### config.mk
export PLATFORM = sky130hd
export DESIGN_NAME = down_counter_reload
export DESIGN_NICKNAME = d
export VERILOG_FILES = /design/src/rtl/counter_pkg.sv /design/src/rtl/down_counter_dec.sv /design/src/rtl/down_counter_reload.sv
export SDC_FILE = /design/constraint.sdc
export NUM_CORES = 1
export LEC_CHECK = 0
export ABC_AREA = 1
export CAP_MARGIN = 20
export CORE_MARGIN = 2
export CORE_UTILIZATION = 45
export DETAILED_ROUTE_END_ITERATION = 10
export DONT_BUFFER_PORTS = 1
export PLACE_DENSITY = 0.69
export SLEW_MARGIN = 0
export SYNTH_ARGS = -nofsm -noshare
export SYNTH_HDL_FRONTEND = slang
export SYNTH_HIERARCHICAL = 1
export SYNTH_SLANG_ARGS = --single-unit
### constraint.sdc
create_clock -name clk -period 2.2 [get_ports clk]
set_clock_uncertainty 0.05 [all_clocks]
set_input_delay 0.44 -clock clk [delete_from_list [all_inputs] [get_ports clk]]
set_output_delay 0.44 -clock clk [all_outputs]
set_load 0.02 [all_outputs]
### src/rtl/counter_pkg.sv
// Shared defaults for the up/down counter family.
package counter_pkg;

  localparam int unsigned DEFAULT_WIDTH     = 8;
  localparam logic [7:0]  DEFAULT_RESET_VAL = 8'hFF;

endpackage

### src/rtl/down_counter_dec.sv
// Combinational borrow-chain decrementer with zero/one detection.
module down_counter_dec
  import counter_pkg::*;
#(
  parameter int unsigned WIDTH = DEFAULT_WIDTH
) (
  input  logic [WIDTH-1:0] a,
  output logic [WIDTH-1:0] diff,
  output logic             is_zero,
  output logic             is_one
);

  logic borrow;

  // Ripple borrow: a bit flips while every lower bit was zero.
  always_comb begin
    diff   = '0;
    borrow = 1'b1;
    for (int unsigned i = 0; i < WIDTH; i++) begin
      diff[i] = a[i] ^ borrow;
      borrow  = borrow & ~a[i];
    end
  end

  assign is_zero = (a == '0);
  assign is_one  = (a == WIDTH'(1));

endmodule

### src/rtl/down_counter_reload.sv
// Loadable enable-gated down counter with terminal-count pulse, auto-reload
// or saturate-at-zero behaviour, and a sticky underflow flag.
module down_counter_reload
  import counter_pkg::*;
#(
  parameter int unsigned      WIDTH     = DEFAULT_WIDTH,
  parameter logic [WIDTH-1:0] RESET_VAL = WIDTH'(DEFAULT_RESET_VAL)
) (
  input  logic             clk,
  input  logic             reset,
  input  logic             en,
  input  logic             load,
  input  logic [WIDTH-1:0] load_val,
  input  logic             auto_reload,
  input  logic             clr_uf,
  output logic [WIDTH-1:0] count,
  output logic             zero,
  output logic             tc,
  output logic             underflow
);

  logic [WIDTH-1:0] reload_reg;
  logic [WIDTH-1:0] dec_diff;
  logic [WIDTH-1:0] count_n;
  logic             dec_zero;
  logic             dec_one;
  logic             tc_n;
  logic             uf_n;

  down_counter_dec #(
    .WIDTH(WIDTH)
  ) u_dec (
    .a      (count),
    .diff   (dec_diff),
    .is_zero(dec_zero),
    .is_one (dec_one)
  );

  // The zero case never reaches the decrementer: it reloads or saturates.
  always_comb begin
    count_n = count;
    tc_n    = 1'b0;
    uf_n    = clr_uf ? 1'b0 : underflow;
    if (load) begin
      count_n = load_val;
    end else if (en) begin
      if (!dec_zero) begin
        count_n = dec_diff;
        tc_n    = dec_one;
      end else if (auto_reload) begin
        count_n = reload_reg;
        tc_n    = (reload_reg == '0);
      end else begin
        count_n = '0;
        tc_n    = 1'b1;
        uf_n    = 1'b1;
      end
    end
  end

  always_ff @(posedge clk) begin
    if (!reset) begin
      count      <= RESET_VAL;
      reload_reg <= RESET_VAL;
      zero       <= (RESET_VAL == '0);
      tc         <= 1'b0;
      underflow  <= 1'b0;
    end else begin
      count     <= count_n;
      zero      <= (count_n == '0);
      tc        <= tc_n;
      underflow <= uf_n;
      if (load) begin
        reload_reg <= load_val;
      end
    end
  end

endmodule
# Word level (Yosys, flattened, before mapping)

Cells that the tools add are included.
W data, S select, Z words.

Equal/unequal tests: 1
Muxes and demuxes: 11
Bitwise logic cells: 22
Reductions and logical operators: 4

Operators with widths:

| cell                 | count |
|---|---|
| $mux W8              | 4 |
| $logic_not A8 Y1     | 3 |
| $not A1 Y1           | 9 |
| $eq A8 B1 Y1 const B | 1 |
| $mux W1              | 7 |
| $xor A1 B1 Y1        | 7 |
| $and A1 B1 Y1        | 6 |
| $reduce_or A3 Y1     | 1 |

Bits in registers: 19
Bits of input ports: 14
Logic and storage cells: 43

# Logic depth before layout (Yosys ltp)

Gate-level depths: netlist (run 1).

Depth in word-level cells: 12
Depth in mapped cells: 14

# By module

Netlist (run 1), hierarchy kept.

Modules (own cells, without submodules):

| module              | instances | cells each | area an instance (µm²) | seq. area each (µm²) |
|---|---|---|---|---|
| down_counter_reload | 1         | 139        | 925.9                  | 380.4 |
| down_counter_dec    | 1         | 29         | 177.7                  | 0.0 |

# Worst setup path before layout (run 1)

Ideal clock, no wire load.

Kind: flip-flop to flip-flop
Start: register count[0]
End: register zero
Setup time: 64 ps
Data arrival time: 2197 ps
Setup slack: -111 ps
Cell stages (with the launch flop): 14
Buffers on the path: 0
Period minus slack after synthesis: 2311 ps
Path through: dfxtp_1 > inv_1 > ha_1 > ha_1 > ha_1 > ha_1 > ha_1 > ha_1 > xor2_1 > nand2_1 > nand2_1 > o21ai_1 > nand4_1 > nor2_1

Longest elaborated chain between the ends: 12
Elaborated cells between the ends (all ways): 19

Ends and longest elaborated chain:

| element                     | line                      | RTL |
|---|---|---|
| from (decl)                 | down_counter_reload.sv:16 | `output logic [WIDTH-1:0] count,` |
| from (signal assigned)      | down_counter_reload.sv:69 | `count <= count_n;` |
| $not A1 Y1                  | n/a                       |  |
| via dec_diff[0]             | down_counter_reload.sv:23 | `logic [WIDTH-1:0] dec_diff;` |
| $and A1 B1 Y1 (6 in series) | down_counter_dec.sv:21    | `borrow = borrow & ~a[i];` |
| $xor A1 B1 Y1               | down_counter_dec.sv:20    | `diff[i] = a[i] ^ borrow;` |
| via dec_diff[7]             | down_counter_reload.sv:23 |  |
| $mux W8                     | down_counter_reload.sv:47 | `if (!dec_zero) begin` |
| $mux W8                     | down_counter_reload.sv:46 | `end else if (en) begin` |
| $mux W8                     | down_counter_reload.sv:44 | `if (load) begin` |
| $logic_not A8 Y1            | down_counter_reload.sv:70 | `zero <= (count_n == '0);` |
| to (signal assigned)        | down_counter_reload.sv:65 | `zero <= (RESET_VAL == '0);` |
| to (signal assigned)        | down_counter_reload.sv:70 |  |
| to (decl)                   | down_counter_reload.sv:17 | `output logic zero,` |

The timed path passes the listed nets, and every way through them passes these cells.
A chain may end at the register's enable or synchronous reset.

# Worst setup path in the final report (run 1)

Ends and elaborated chain as after synthesis.

==> run metrics, run 1 <==
outcome complete, no violations; source-to-sink clock delay at the later pin of the worst-skew pair 0.31 ns; average size of a mapped cell 6.57 sq um; CTS Hold Bufs 0; final number of setup-violating endpoints 0; count of endpoints failing hold in the final timing report 0; post-synth top area cell sky130_fd_sc_hd__dfxtp_1; root cell of the clock tree sky130_fd_sc_hd__clkbuf_4; htree depth 1; worst IR drop on VDD 0.300 mV; required time of the critical path 2.41 ns; CP startpoint count[0]$_SDFF_PN1_; final sum of negative setup slack 0 ns; P_leak 0.611 nW; overall power 693 uW; clock tree from TritonCTS done; Core Rows 17; endpoint arrival time on the critical path 2.34 ns; final RePlAce weighted congestion 0.862; total die area 0.00286 sq mm; max capacitance violation total 0; flop and latch count out of synthesis 19; placeable core area 0.00228 sq mm; source of the worst hold timing path reset; global-route wire length before repair 4.27 mm; area of all sequential standard cells 385 sq um; critical path endpoint category flip-flop; Starting DRT DRC Count 44; number of instances in the synthesized netlist 168; largest net degree at the start of global routing 19; number of buffers on the longest clock path 2; Layout area overhead 6.80%; diode insertion count for antenna repair 0; Total GRT Usage 21.4%; dpl hpwl 2.04 mm; nature of the critical path startpoint flip-flop; part of the cycle the worst path needs 96.8%; via count of the first global-routing pass 921; multi-input combinational cell area 609 sq um; final critical delay including setup and external delays 2.13 ns; die height 53.5 microns; top-level port count 25; Syn Std Cell Area 0.00110 sq mm; number of cells on the worst reg-to-reg path 13; P per Cell Area 588 mW/mm^2; post-synth net total 189; count of placed standard cells in the final layout, fillers left out 199; Max FO, Critical Path 2; peak clock frequency supported by timing 470 MHz; leading post-synthesis cells by cell area sky130_fd_sc_hd__dfxtp_1 (34%), sky130_fd_sc_hd__nand2_1 (19%), sky130_fd_sc_hd__nand3_1 (10%); ANT nets after route 0; r2r endpoint zero$_SDFF_PN0_; critical register-to-register path startpoint count[0]$_SDFF_PN1_; worst slew pin tran 0.334 ns; final number of max-transition violations 0; Port Buf Inserts 0; path type of the worst min-delay path input pin to flip-flop; die span in x 53.5 microns; Yosys warning count 6; placed instance count 194; via count normalized by instance count 5.24; gr ovfl total 0; initial cell density of the core 48.5%; total routed wirelength 2.76 mm; register-to-register path setup slack 0.07 ns; share of Yosys cell area claimed by the top area cell type 34.5%; share of final-layout standard cells stronger than drive strength 1 13.5%; sink count of the clock tree 19; number of fill cells in the layout 240; Setup CP Type flip-flop to flip-flop; Yosys cell types 19; worst setup path endpoint zero$_SDFF_PN0_; first drt pass iteration count 4; count of unresolved DRC violations after routing 0; share of the yosys chip area belonging to registers 34.5%; wire length per cell after detailed routing 13.9 microns; CTS clock-pin slew for the worst setup and hold paths 0.11 ns; Rel. slew slack 77.7%; initial antenna violation count 0; number of vias after detailed routing 1,042; count of nets after finishing 193; clock buffers created by TritonCTS 3
## report_power, final
part           total [mW]  leakage [nW]  switching, mW  internal (mW)
sequential          0.391         0.157         0.0255          0.366
combinational       0.117         0.439         0.0711         0.0458
clock               0.185        0.0150          0.114         0.0709
total               0.693         0.611          0.210          0.483
## timing repair
item,CTS,global route
pin swaps,3,5
gates resized for setup,3,6
buffers inserted,0,1
setup endpoints to repair,2,2
## per-stage QoR
| step | worst slack (ns) | hold WS, ns | cell area, sq um | utilization (%) |
|---|---|---|---|---|
| 6_report | 0.0707 | 0.153 | 1180 | 51.8 |
| 5_1_grt | -0.0112 | 0.148 | 1180 | 51.8 |
| 4_1_cts | 0.00148 | 0.143 | 1150 | 50.6 |
| 3_5_place_dp | -0.0632 | 0.416 | 1120 | 49.0 |
| 3_3_place_gp | 0.0375 | 0.412 | 1120 | 49.0 |
| 2_1_floorplan | 0.0135 | 0.393 | 1110 | - |
## worst min path at each step
stage,to,slack [ns],cells past startpoint
after detailed placement,reload_reg[1]$_SDFFE_PN1P_,0.42,2
after floorplan,reload_reg[1]$_SDFFE_PN1P_,0.39,2
after global placement,reload_reg[6]$_SDFFE_PN1P_,0.41,2
after CTS,reload_reg[3]$_SDFFE_PN1P_,0.14,1
final,reload_reg[3]$_SDFFE_PN1P_,0.15,1
after global routing,count[5]$_SDFF_PN1_,0.15,1
## layout by cell type (no fill, tap or decap)
cell | netlist | routed
sky130_fd_sc_hd__o211ai_1 | 2 | 2
sky130_fd_sc_hd__a21oi_2 | 1 | 1
sky130_fd_sc_hd__nor2_1 | 24 | 24
sky130_fd_sc_hd__clkbuf_1 | 0 | 1
sky130_fd_sc_hd__inv_4 | 1 | 1
sky130_fd_sc_hd__a41oi_1 | 1 | 1
sky130_fd_sc_hd__a21oi_1 | 4 | 4
sky130_fd_sc_hd__inv_1 | 18 | 17
sky130_fd_sc_hd__dfxtp_1 | 19 | 17
sky130_fd_sc_hd__inv_2 | 1 | 2
sky130_fd_sc_hd__ha_1 | 7 | 1
sky130_fd_sc_hd__clkbuf_4 | 0 | 3
sky130_fd_sc_hd__nand4_1 | 1 | 1
sky130_fd_sc_hd__buf_4 | 2 | 6
sky130_fd_sc_hd__ha_2 | 0 | 5
sky130_fd_sc_hd__dfxtp_4 | 0 | 1
sky130_fd_sc_hd__ha_4 | 0 | 1
sky130_fd_sc_hd__nand2_1 | 57 | 57
sky130_fd_sc_hd__xor2_1 | 1 | 1
sky130_fd_sc_hd__nor2_2 | 1 | 1
sky130_fd_sc_hd__nand3_1 | 22 | 22
sky130_fd_sc_hd__dfxtp_2 | 0 | 1
sky130_fd_sc_hd__o21ai_2 | 0 | 1
## logic make-up after synthesis
family                     count (synthesis)  share of synthesized area (%)
and+or+nand+nor                          105                           38.7
buffers and inverters                     27                           12.9
DFF                                       19                           34.5
AOI/OAI and AO/OA                          9                           5.21
adders and majority gates                  7                           7.94
xor gates and xnor gates                   1                          0.794
## layout make-up
| class | instances | share of cell area, % |
|---|---|---|
| Multi-Input combinational cell | 122 | 51.7 |
| Sequential cell | 19 | 32.7 |
| Inverter | 20 | 6.58 |
| Timing Repair Buffer | 6 | 3.82 |
| Tap cell | 28 | 2.97 |
| Clock buffer | 4 | 2.23 |
## layer usage
| metal | share of wire (%) | track usage [%] | routed length, microns | vias up |
|---|---|---|---|---|
| met4 | 1.7 | 10.3 | 46 | 0 |
| li1 | - | - | - | 527 |
| met5 | 0 | 0 | 0 | - |
| met3 | 7.8 | 4.80 | 216 | 5 |
| met2 | 45 | 32.7 | 1250 | 37 |
| met1 | 45 | 28.4 | 1250 | 473 |
## worst max-delay path, cell delays in order (launching register included)
cell and delay [ns]:
sky130_fd_sc_hd__dfxtp_4 0.36, sky130_fd_sc_hd__inv_1 0.05, sky130_fd_sc_hd__ha_2 0.17, sky130_fd_sc_hd__ha_2 0.17
sky130_fd_sc_hd__ha_2 0.17, sky130_fd_sc_hd__ha_2 0.16, sky130_fd_sc_hd__ha_2 0.18, sky130_fd_sc_hd__ha_4 0.15
sky130_fd_sc_hd__xor2_1 0.15, sky130_fd_sc_hd__nand2_1 0.08, sky130_fd_sc_hd__nand2_1 0.06, sky130_fd_sc_hd__o21ai_2 0.12
sky130_fd_sc_hd__nand4_1 0.10, sky130_fd_sc_hd__nor2_1 0.10
## cell usage after synthesis, drive strengths merged
cell type  number
a41oi           1
nand3          22
nor2           25
o21ai           1
o211ai          2
buf             7
a21oi           5
xor2            1
nand2          57
dfxtp          19
ha              7
inv            20
nand4           1
No activity file was read; power rests on OpenSTA's default activity.
==> run 2: changes to the inputs <==
--- a/config.mk
+++ b/config.mk
@@ -15,5 +15,4 @@
 export SLEW_MARGIN = 0
 export SYNTH_ARGS = -nofsm -noshare
 export SYNTH_HDL_FRONTEND = slang
-export SYNTH_HIERARCHICAL = 1
 export SYNTH_SLANG_ARGS = --single-unit
==> run 2 against run 1 <==
- wire length fell by 7.9%
- maximum frequency is 1.1% higher
- clock power down 4%
- setup slack better by 0.024 ns
- non-clock buffer count rose by 1
- die area rose by 0.73%
- register-to-register slack gained 0.02 ns
- utilization increased by 1.9 points
- critical endpoint unchanged
- largest power group unchanged
==> run metrics, run 2 <==
number of synthesized flops with an enable pin 0 (unchanged); global-route wire length before repair 4.21 mm (-1.5%); Syn Std Cell Area 0.00111 sq mm (+0.79%); most frequent standard cell in the layout excluding fill and tap cells sky130_fd_sc_hd__nand2_1; final number of setup-violating endpoints 0 (unchanged); dominant synthesized flop cell sky130_fd_sc_hd__dfxtp_1; r2r endpoint zero$_SDFF_PN0_; number of cells traversed by the worst hold path 1 (unchanged); nature of the critical path startpoint flip-flop; clock buffers created by TritonCTS 3 (unchanged); first drt pass iteration count 4 (unchanged); source-to-sink clock delay at the later pin of the worst-skew pair 0.29 ns (-0.02 ns); required time of the critical path 2.39 ns (-0.02 ns); Yosys warning count 0 (-6); dpl hpwl 1.96 mm (-3.9%); wire length per cell after detailed routing 12.5 microns (-10%); register-to-register path setup slack 0.09 ns (+0.02 ns); source of the worst hold timing path reset; share of final-layout standard cells stronger than drive strength 1 17.8% (+4.4 points); number of cells on the worst reg-to-reg path 15 (+2); count of nets after finishing 196 (+1.6%); htree depth 1 (unchanged); final number of max-transition violations 0 (unchanged); initial cell density of the core 46.2% (-2.3 points); overall power 696 uW (+0.49%); worst IR drop on VDD 0.330 mV (+10%); Layout area overhead 16.3%; P_leak 0.640 nW (+4.8%); final RePlAce weighted congestion 0.901 (+4.6%); number of buffers on the longest clock path 2 (unchanged); total routed wirelength 2.55 mm (-7.9%); Setup CP Type flip-flop to flip-flop; Worst Hold Path EP count[0]$_SDFF_PN1_; via count normalized by instance count 5.23 (-0.11%); net switching power 207 uW (-1.7%); RSZ-0062 raised after global routing true; ANT nets after route 0 (unchanged); Max FO, Critical Path 4 (+2); outcome complete, no violations; part of the cycle the worst path needs 95.7% (-1.1 points); most used standard cell by instance count after synthesis sky130_fd_sc_hd__nand2_1; peak clock frequency supported by timing 475 MHz (+1.1%); gr ovfl total 0 (unchanged); count of endpoints failing hold in the final timing report 0 (unchanged); share of the yosys chip area belonging to registers 34.2% (-0.27 points); root cell of the clock tree sky130_fd_sc_hd__clkbuf_4; final design area excluding fillers 0.00129 sq mm (+9.8%); count of placed standard cells in the final layout, fillers left out 204 (+2.5%); largest net degree at the start of global routing 22 (+3); Yosys cell types 25 (+6); count of unresolved DRC violations after routing 0 (unchanged); most frequent cells in the layout sky130_fd_sc_hd__nand2_1 (53), sky130_fd_sc_hd__nand3_1 (21), sky130_fd_sc_hd__inv_1 (20); most common library cells after synthesis sky130_fd_sc_hd__nand2_1 (53), sky130_fd_sc_hd__inv_1 (22), sky130_fd_sc_hd__nand3_1 (21), sky130_fd_sc_hd__dfxtp_1 (19), sky130_fd_sc_hd__a21oi_1 (12); final critical delay including setup and external delays 2.11 ns (-0.0241 ns); post-synth net total 189 (unchanged); die height 53.7 microns (+0.36%); number of vias after detailed routing 1,067 (+2.4%); top-level port count 25 (unchanged); final sum of negative setup slack 0 ns (unchanged); placeable core area 0.00241 sq mm (+5.9%); via count of the first global-routing pass 988 (+7.3%); Starting DRT DRC Count 24 (-45%); part of the power in registers 55.6% (-0.9 points); Pint 489 uW (+1.4%); placed cell areas 0.00119 sq mm (+6.5%); total die area 0.00289 sq mm (+0.73%); number of instances in the synthesized netlist 168 (unchanged); max capacitance violation total 0 (unchanged); share of total power in combinational logic 18.9% (+2.0 points); share of Yosys cell area claimed by the top area cell type 34.2% (-0.27 points); Core Rows 18 (+1); endpoint arrival time on the critical path 2.29 ns (-0.05 ns); critical register-to-register path startpoint count[0]$_SDFF_PN1_; CTS clock-pin slew for the worst setup and hold paths 0.11 ns (about the same); diode insertion count for antenna repair 0 (unchanged); Total GRT Usage 19.9% (-1.5 points); critical path endpoint category flip-flop; P per Cell Area 538 mW/mm^2 (-8.5%); clock tree from TritonCTS done; worst slew pin tran 0.342 ns (+0.00841 ns); path type of the worst min-delay path input pin to flip-flop; Clk network pwr share 25.5% (-1.1 points); switching share of total power 29.7% (-0.65 points); die span in x 53.7 microns (+0.36%); post-synth top area cell sky130_fd_sc_hd__dfxtp_1; flop and latch count out of synthesis 19 (unchanged); Rel. slew slack 77.2% (-0.56 points); initial antenna violation count 0 (unchanged); sink count of the clock tree 19 (unchanged); CTS Hold Bufs 0 (unchanged); Post-CTS Setup Bufs 0 (unchanged); placed instance count 200 (+3.1%); average size of a mapped cell 6.62 sq um (+0.79%); leading post-synthesis cells by cell area sky130_fd_sc_hd__dfxtp_1 (34%), sky130_fd_sc_hd__nand2_1 (18%), sky130_fd_sc_hd__nand3_1 (9.4%); share of flip-flops with an asynchronous set or reset after synthesis 0% (unchanged); final core occ 53.7% (+1.9 points); Port Buf Inserts 0 (unchanged)
run 2: metal layers:
layer | vias to the layer above | share of wire (%) | GRT usage (%)
li1 | 550 | - | -
met2 | 38 | 50 | 31.9
met4 | 0 | 1.5 | 8.97
met5 | - | 0 | 0
met3 | 4 | 6.6 | 4.17
met1 | 475 | 42 | 25.6
run 2: power groups by stage:
stage | clock network (mW) | registers (mW) | logic, mW
after floorplan | 0 | 0.401 | 0.0888
after global placement | 0 | 0.393 | 0.119
after detailed placement | 0 | 0.394 | 0.120
after CTS | 0.184 | 0.386 | 0.122
after global routing | 0.192 | 0.390 | 0.154
final | 0.177 | 0.387 | 0.132
run 2: final cells by class:
cell class                      instances  area (sq um)
Fill cell                             227          1120
Multi-Input combinational cell        117           684
Sequential cell                        19           388
Inverter                               27           105
Timing Repair Buffer                    7          52.6
Tap cell                               30          37.5
Clock buffer                            4          26.3
run 2: critical path, cell delays in order, from the launching register on:
cell and delay [ns]:
sky130_fd_sc_hd__dfxtp_4 0.36, sky130_fd_sc_hd__inv_2 0.04, sky130_fd_sc_hd__ha_4 0.17, sky130_fd_sc_hd__ha_4 0.16, sky130_fd_sc_hd__ha_4 0.15, sky130_fd_sc_hd__ha_4 0.15, sky130_fd_sc_hd__ha_4 0.15, sky130_fd_sc_hd__ha_4 0.15
sky130_fd_sc_hd__xor2_1 0.13, sky130_fd_sc_hd__nand2_1 0.09, sky130_fd_sc_hd__nand3_1 0.08, sky130_fd_sc_hd__nand2_1 0.08, sky130_fd_sc_hd__nand2_1 0.05, sky130_fd_sc_hd__nor2_1 0.09, sky130_fd_sc_hd__nand2_1 0.05, sky130_fd_sc_hd__nor2_1 0.09
run 2: timing repair:
item | CTS | global route
resized for setup | 5 | 10
gates cloned | 0 | 0
setup endpoints to repair | 1 | 2
pin swaps | 3 | 7
run 2: kinds of logic after synthesis:
group                    Yosys count  share of synthesized area, %
adder cells (fa/ha/maj)            7                          7.87
XOR/XNOR                           1                         0.788
AND/OR/NAND/NOR                   91                          36.6
AO/OA/AOI/OAI                     18                          9.22
buffers and inverters             32                          11.4
flip-flops                        19                          34.2
run 2: worst max path at each step:
stage	cells after the start	start	slack, ns	endpoint
after floorplan	15	count[0]$_SDFF_PN1_	0.04	zero$_SDFF_PN0_
after global placement	15	count[0]$_SDFF_PN1_	0.04	zero$_SDFF_PN0_
after detailed placement	15	count[0]$_SDFF_PN1_	-0.02	zero$_SDFF_PN0_
after CTS	15	count[1]$_SDFF_PN1_	0.02	zero$_SDFF_PN0_
after global routing	15	count[1]$_SDFF_PN1_	-0.04	zero$_SDFF_PN0_
final	15	count[0]$_SDFF_PN1_	0.09	zero$_SDFF_PN0_
run 2: metrics by stage:
stage          setup WS, ns  hold slack (ns)
4_1_cts              0.0166            0.150
6_report             0.0948            0.166
3_5_place_dp        -0.0179            0.417
3_3_place_gp         0.0396            0.409
2_1_floorplan        0.0362            0.394
5_1_grt             -0.0428            0.145
